**config.mk**
```make
export PLATFORM = sky130hd
export DESIGN_NAME = sorter_bist
export DESIGN_NICKNAME = d
export VERILOG_FILES = /design/src/rtl/sorter_bist.sv
export SDC_FILE = /design/constraint.sdc
export NUM_CORES = 1
export LEC_CHECK = 0
export CAP_MARGIN = 5
export CORE_UTILIZATION = 40
export CTS_CLUSTER_DIAMETER = 120
export DETAILED_ROUTE_END_ITERATION = 7
export PLACE_DENSITY = 0.69
export SETUP_SLACK_MARGIN = 0.05
export SYNTH_ARGS = -nofsm -noshare
export SYNTH_HDL_FRONTEND = slang
export SYNTH_SLANG_ARGS = --single-unit
```
**constraint.sdc**
```tcl
create_clock -name clk -period 12.7 [get_ports clk]
set_clock_uncertainty 0.2 [all_clocks]
set_input_delay 1.905 -clock clk [delete_from_list [all_inputs] [get_ports clk]]
set_output_delay 1.905 -clock clk [all_outputs]
set_load 0.02 [all_outputs]
```
**src/rtl/sorter_bist.sv**
```systemverilog
// sorter_bist: built-in self-test engine for a 4-input, 2-bit sorter.
// It drives all 256 packed input patterns and waits SETTLE cycles after each
// one. It then checks the sorter outputs for sort order and for being a
// permutation of the inputs. It counts the failing patterns and records the
// first one. Every output is registered.
module sorter_bist #(
    parameter int unsigned SETTLE     = 1,    // hold cycles before sampling, 0..15
    parameter bit          DESCENDING = 1'b0  // 0: ascending order expected
) (
    input  logic       clk,
    input  logic       rst,
    input  logic       start,
    output logic [7:0] pat_out,
    input  logic [1:0] dut_out0,
    input  logic [1:0] dut_out1,
    input  logic [1:0] dut_out2,
    input  logic [1:0] dut_out3,
    output logic       busy,
    output logic       done,
    output logic       pass,
    output logic [8:0] err_count,
    output logic       first_err_valid,
    output logic [7:0] first_err_pat
);

    localparam logic [3:0] SETTLE_CNT = 4'(SETTLE);

    typedef enum logic [1:0] {
        IDLE  = 2'd0,
        DRIVE = 2'd1,
        CHECK = 2'd2,
        DONE  = 2'd3
    } state_t;

    state_t     state;
    state_t     state_next;
    logic [3:0] settle_cnt;

    logic [1:0] in_vals  [4];
    logic [1:0] out_vals [4];
    logic [2:0] cnt_in   [4];
    logic [2:0] cnt_out  [4];
    logic       order_ok;
    logic       perm_ok;
    logic       fail;

    // State register; reset aborts any sweep at once.
    always_ff @(posedge clk or posedge rst) begin
        // NOTE: sequential state uses non-blocking (<=) so every register samples pre-edge values.
        if (rst) state <= IDLE;
        else     state <= state_next;
    end

    // Next-state logic. start is only honoured in IDLE and DONE, so it is ignored while busy.
    always_comb begin
        // NOTE: the default assignment first keeps every path assigned, so no latch is inferred.
        state_next = state;
        case (state)
            IDLE:    if (start) state_next = DRIVE;
            DRIVE:   if (settle_cnt == 4'd0) state_next = CHECK;
            CHECK:   state_next = (pat_out == 8'hFF) ? DONE : DRIVE;
            DONE:    if (start) state_next = DRIVE;
            default: state_next = IDLE;
        endcase
    end

    // Result check on the sampled sorter outputs: order, then per-value occurrence counts.
    always_comb begin
        in_vals[0]  = pat_out[7:6];
        in_vals[1]  = pat_out[5:4];
        in_vals[2]  = pat_out[3:2];
        in_vals[3]  = pat_out[1:0];
        out_vals[0] = dut_out0;
        out_vals[1] = dut_out1;
        out_vals[2] = dut_out2;
        out_vals[3] = dut_out3;
        for (int v = 0; v < 4; v++) begin
            cnt_in[v]  = 3'd0;
            cnt_out[v] = 3'd0;
        end
        for (int i = 0; i < 4; i++) begin
            cnt_in[in_vals[i]]   = cnt_in[in_vals[i]] + 3'd1;
            cnt_out[out_vals[i]] = cnt_out[out_vals[i]] + 3'd1;
        end
        perm_ok = 1'b1;
        for (int v = 0; v < 4; v++) begin
            if (cnt_in[v] != cnt_out[v]) perm_ok = 1'b0;
        end
        order_ok = 1'b1;
        for (int i = 0; i < 3; i++) begin
            if (DESCENDING) begin
                if (out_vals[i] < out_vals[i+1]) order_ok = 1'b0;
            end else begin
                if (out_vals[i] > out_vals[i+1]) order_ok = 1'b0;
            end
        end
        fail = !(order_ok && perm_ok);
    end

    // Sweep datapath: pattern counter, settle counter, error tally and status flags.
    always_ff @(posedge clk or posedge rst) begin
        if (rst) begin
            pat_out         <= 8'h00;
            settle_cnt      <= 4'd0;
            busy            <= 1'b0;
            done            <= 1'b0;
            pass            <= 1'b0;
            err_count       <= 9'd0;
            first_err_valid <= 1'b0;
            first_err_pat   <= 8'h00;
        end else begin
            case (state)
                IDLE, DONE: begin
                    if (start) begin
                        pat_out         <= 8'h00;
                        settle_cnt      <= SETTLE_CNT;
                        busy            <= 1'b1;
                        done            <= 1'b0;
                        pass            <= 1'b0;
                        err_count       <= 9'd0;
                        first_err_valid <= 1'b0;
                        first_err_pat   <= 8'h00;
                    end
                end
                DRIVE: begin
                    if (settle_cnt != 4'd0) settle_cnt <= settle_cnt - 4'd1;
                end
                CHECK: begin
                    if (fail) begin
                        err_count <= err_count + 9'd1;
                        if (!first_err_valid) begin
                            first_err_valid <= 1'b1;
                            first_err_pat   <= pat_out;
                        end
                    end
                    if (pat_out == 8'hFF) begin
                        // Last pattern: pass must include this final verdict.
                        busy <= 1'b0;
                        done <= 1'b1;
                        pass <= !fail && (err_count == 9'd0);
                    end else begin
                        pat_out    <= pat_out + 8'd1;
                        settle_cnt <= SETTLE_CNT;
                    end
                end
                default: ;
            endcase
        end
    end

endmodule

```
# Yosys cells after proc, flatten, opt, wreduce, memory -nomap -nowiden
# Index checks and enable logic that the tools add are counted.
word_totals:
  reg_bits: 35
  latch_bits: 0
  mem_bits_rw: 0
  romBits: 0
  inputBits: 11
  output_inout_bits: 29
  word_cells: 166
  n_memories: 0
classes:
  n_addsub: 11
  multipliers: 0
  div: 0
  magnitude_cmp: 19
  eq_ne: 15
  n_shift: 0
  muxes: 80
  bitwise: 10
  reduce_logical: 22
ops:
  columns: ["op", "count"]
  rows:
  - ["bitwise mux 12 bit", 6]
  - ["2-to-1 mux 3 bit", 24]
  - ["binary-select mux 3 bit (select 2 bit)", 8]
  - ["demux 3 bit (select 2 bit)", 8]
  - ["2-to-1 mux 8 bit", 4]
  - ["case mux 8 bit (2 select lines)", 2]
  - ["adder 3 x 1 -> 3 bit (second input constant)", 8]
  - ["AND 12 bit", 2]
  - [">= comparator 3 bit (second input constant)", 8]
  - ["< comparator 3 x 1 -> 1 bit (second input constant)", 8]
  - ["NOT 2 -> 3 bit", 8]
  - ["2-to-1 mux 9 bit", 2]
  - ["case mux 9 bit (2 select lines)", 1]
  - ["2-to-1 mux 1 bit", 13]
  - ["2-to-1 mux 4 bit", 3]
  - ["!= test 2 bit (second input constant)", 6]
  - ["!= test 3 bit", 4]
  - ["case mux 4 bit (3 select lines)", 1]
  - ["AND reduction 3 bit", 4]
  - ["logical AND 1 bit", 10]
  - ["adder 9 x 1 -> 9 bit (second input constant)", 1]
  - ["zero test 9 bit", 1]
  - ["adder 8 x 1 -> 8 bit (second input constant)", 1]
  - ["equality test 8 bit (second input constant)", 1]
  - ["other kinds (15)", 23]

# Logic depth before layout (Yosys ltp)
logic_depth:
  word_depth: 30
  ltp_mapped: 23
  mapped_depth_nobuf: 19

# Worst setup path after synthesis
# No wires, ideal clock.
synth_path:
  path_kind: "input to register"
  from: "input dut_out1[0]"
  to: "register first_err_valid"
  setup_time_ns: 0.128
  arrival_ns: 5.988
  t_required_ns: 12.372
  path_slack_ns: 6.385
  stages: 22
  n_path_buf: 3
  path_cell_list: "clkbuf_1 -> clkbuf_1 -> inv_1 -> a21oi_1 -> nor2_1 -> a21oi_1 -> o22ai_1 -> a21oi_1 -> ha_1 -> nor3b_1 -> a21o_1 -> mux4_2 -> ha_1 -> nor3b_1 -> xor2_1 -> and4_1 -> nor4b_1 -> nand4b_1 -> nor4_2 -> nand2b_1 -> buf_6 -> mux2_1"
synth_between:
  elab_chain_cells: 24
  word_cells_on_any_way: 37
  classes_between: "add/sub: 3; order compare: 4; eq/ne: 5; mux: 21; bitwise: 1; reduce/logical: 3"
synth_rtl:
  columns: ["item", "line_no", "text"]
  rows:
  - ["start: declaration", "15", "input logic [1:0] dut_out1,"]
  - ["NOT 2 -> 3 bit (implied by the code)", "83", "cnt_out[out_vals[i]] = cnt_out[out_vals[i]] + 3'd1;"]
  - ["binary-select mux 3 bit (select 2 bit) (tied with other cells)", "83", null]
  - ["2-to-1 mux 3 bit (implied by the code) or logical AND 1 bit (tied branches)", "83", null]
  - ["2-to-1 mux 3 bit (implied by the code)", "83", null]
  - ["adder 3 x 1 -> 3 bit or demux 3 bit (select 2 bit) (tied branches)", "83", null]
  - ["bitwise mux 12 bit", "83", null]
  - ["binary-select mux 3 bit (select 2 bit)", "83", null]
  - ["2-to-1 mux 3 bit (implied by the code) (2 in series)", "83", null]
  - ["[3 not listed]", null, null]
  - ["2-to-1 mux 3 bit (implied by the code) (2 in series)", "83", null]
  - ["adder 3 x 1 -> 3 bit", "83", null]
  - ["bitwise mux 12 bit", "83", null]
  - ["!= test 3 bit", "87", "if (cnt_in[v] != cnt_out[v]) perm_ok = 1'b0;"]
  - ["2-to-1 mux 1 bit (4 in series)", "87", null]
  - ["logical AND 1 bit *", "97", "fail = !(order_ok && perm_ok);"]
  - ["!= test 2 bit (no source line) *", null, null]
  - ["AND reduction 3 bit (no source line) *", null, null]
  - ["end signal: assignment", "109", "first_err_valid <= 1'b0;"]
  - ["end signal: assignment", "121", "first_err_valid <= 1'b0;"]
  - ["end signal: assignment", "132", "first_err_valid <= 1'b1;"]
  - ["end: declaration", "22", "output logic first_err_valid,"]
# Every way passes the cells marked *; elsewhere a longest branch is shown, timed or not. The select of a mux whose other input is x is not followed.
# A chain may end at the register's enable or synchronous reset.

# Worst setup path after layout
# Same ends and word-level chain as after synthesis.

==> impl_metrics.yaml <==
yosys:
  synth-seq-cells: 35
  yosysTopAreaCellShare_pct: 23.4
  syn-mean-instance-area_sq_um: 7.74
  synthMuxAreaShare_pct: 3.18
  synth_nets: 513
  synthSimpleGateAreaFrac_pct: 28.1
  syn_inst: 483
  ys_seq_area_share_pct: 23.4
  synth_most_common_cell: "nand2_1"
  yosys_warnings: 0
  synth.lib_cells_used.distinct: 61
  synth_xor_area_share_pct: 9.60
  synth-compound-area-share_pct: 22.8
  synthTopCellsByArea: "dfrtp_1 (23%), ha_1 (6.4%), nand2_1 (5.9%), o21ai_0 (5.6%), xnor2_1 (4.7%)"
  ys_top_cells_by_count: "nand2_1 (59), o21ai_0 (42), dfrtp_1 (35), inv_1 (25), nor2_1 (24)"
  ys.flop_type: "dfrtp_1"
  synth_top_family_by_area: "simple AND/OR/NAND/NOR gates"
  synth-async-reset-ratio_pct: 100
  synth_area_sq_mm: 0.00374
  synth_fa_ha_area_share_pct: 6.36
  synth-edff-count: 0
  yosysTopAreaCell: "dfrtp_1"
place:
  port_buffers: 39
  dpl.cell_count: 601
  hpwl_microns: 6680
  gp_congestion: 0.904
global_routing:
  grt_pass1_wl_microns: 15800
  grt_use_met1_pct: 27.8
  grt_usage_pct: 19.8
  grt_pass1_vias: 3245
  grt_max_degree: 36
  use_met3_pct: 2.13
  grt_overflow: 0
  antenna_found_initial: 0
  grt.busiest_layer: "met2"
  use_met2_pct: 32.1
routing:
  vias_per_cell: 5.91
  drt_iter0_drc: 253
  vias: 3597
  routedWlPerCell_microns: 15.2
  ant_nets: 0
  firstDrtPassIters: 5
  drc: 0
  drt-total-wl_microns: 9240
finish:
  regArea_sq_um: 876
  final_cells: 609
  nFillCells: 848
  multiInputGateArea_sq_mm: 0.00262
  syn2layout_area_growth_pct: 14.3
  drive_gt1_share_pct: 4.19
  insertedDiodeCount: 0
  fin_nets: 530
clock_tree:
  cts_root_buffer: "clkbuf_8"
  cts_resized: 0
  cts.path.max_buffers: 2
  clk_latency_ps: 300
  postCtsSetupBuffers: 0
  cts_made_buffers: 5
  cts_tree: "yes"
  ctsHoldBuffers: 0
  numClockSinks: 35
  cts.clk_slew.worst_paths_ps: 70
  htreeDepth: 2
die:
  die_area_sq_mm: 0.00974
  die_w_microns: 98.7
  initial_core_util_pct: 42.1
  core_sq_mm: 0.00889
  ios: 40
  placementRows: 34
  die_y_microns: 98.7
timing:
  period_share_pct: 58.2
  finalHoldViolCount: 0
  fin_tns_setup_ps: 0
  tightest_slew_ps: 782
  fmax_ghz: 0.135
  setup_viol: 0
  min_period_ps: 7390
  rsz0062_at_grt: "false"
  drv_slew: 0
  relSlewSlack_pct: 47.9
flow_run:
  drv_cap: 0
critical_path:
  cp_max_fo: 21
  setup.worst_path.end_class: "flop"
  worst-endpoint-arrival_ps: 7370
  critPathKind: "in -> reg"
  cp.required_ps: 12680
  timing.critical_path.from_type: "input port"
power:
  p_per_area_mw_per_mm2: 128
  finalPower_mw: 0.547
  cellLeakagePower_nw: 1.79
  ir_drop_v: 0.000138
status:
  status: "finished clean"
hold_path:
  worstHoldPathType: "reg -> reg"
[metal layers]
layer	vias up	wire, microns
li1	1774	-
met1	1700	4320
met2	108	4390
met3	15	354
met4	0	164
met5	-	0
[critical path, stage by stage]
cell             delay, ps
clkdlybuf4s50_1        870
inv_1                  190
a21oi_1                170
nor2_1                  60
a21oi_1                120
o22ai_1                 90
a21oi_1                160
ha_1                   290
nor3b_1                170
a21o_1                 180
mux4_2                 450
ha_1                   230
nor3b_1                160
xor2_1                 180
and4_1                 160
nor4b_1                320
nand4b_1               180
nor4_2                 290
buf_4                  270
nand2b_1               540
mux2_1                 370
[path summary, 6_finish.rpt]
kind | start | end | slack (ps) | depth (start not counted)
max in group asynchronous | rst | err_count[7]$_DFFE_PP0P_ | 10170 | 3
worst min register to register | busy$_DFFE_PP0P_ | busy$_DFFE_PP0P_ | 300 | 2
worst max-delay path | dut_out1[0] | first_err_valid$_DFFE_PP0P_ | 5310 | 21
worst max register to register | pat_out[2]$_DFFE_PP0P_ | first_err_valid$_DFFE_PP0P_ | 7210 | 18
min in group asynchronous | rst | first_err_pat[0]$_DFFE_PP0P_ | 1800 | 3
worst min-delay path | busy$_DFFE_PP0P_ | busy$_DFFE_PP0P_ | 300 | 2
[flip-flops by register name, indices dropped and copies added, names as in the netlist]
register / cells
pass: 1
first_err_valid: 1
busy: 1
err_count: 9
state: 2
done: 1
first_err_pat: 8
settle_cnt: 4
pat_out: 8
[report_power, final]
| group | leakage [nW] | internal, mW | switching, mW |
|---|---|---|---|
| registers | 0.475 | 0.126 | 0.0174 |
| logic | 1.25 | 0.105 | 0.177 |
| clock network | 0.0644 | 0.0783 | 0.0438 |
[placed cells by master, fill, tap and decap left out, types with 3 or more instances in the layout]
cell type and count:
o21ai_0 42, nand3_1 19, nand2_1 59, o31ai_1 5
a22o_1 4, clkbuf_8 5, nand3b_1 14, mux2i_1 4
o211ai_1 16, a31oi_1 5, dfrtp_1 35, xnor2_1 20
nor3b_1 5, nor2b_1 14, buf_4 3, nand4_1 9
nand2b_1 13, ha_1 19, nor2_1 24, a21o_1 6
o211a_1 5, and2_1 5, xor2_1 8, or2_2 3
a211oi_1 7, xnor3_1 4, o22ai_1 6, or3_1 6
a21oi_1 19, and3_1 4, inv_1 25, o21ai_1 3
clkdlybuf4s50_1 39, nor3_1 10
[cell type report]
| cell class | count | area share, % |
|---|---|---|
| clock buffer | 5 | 1.61 |
| inverter | 25 | 2.20 |
| sequential | 35 | 20.5 |
| timing repair buffer | 42 | 9.66 |
| multi-input combinational | 391 | 61.3 |
| tap | 108 | 3.16 |
| clock inverter | 3 | 1.58 |
[cells by family (layout without fill, tap and decap cells)]
kind of cell	Yosys count	in the layout
xor+xnor	33	33
flops	35	35
mux	9	9
buf+inv	57	75
fa+ha+maj	19	19
simple gates	198	198
compound gates	132	132
[stage by stage]
step | worst slack, ps | util (%) | cell area (sq um) | hold WS [ps]
after floorplan | 6380 | - | 3740 | 266
after CTS | 5360 | 48.1 | 4270 | 303
after global routing | 4910 | 48.1 | 4270 | 333
final | 5310 | 48.1 | 4270 | 301
after detailed placement | 5100 | 46.5 | 4140 | 283
after global placement | 5180 | 46.5 | 4140 | 276
Power figures use the tool's default switching activity.
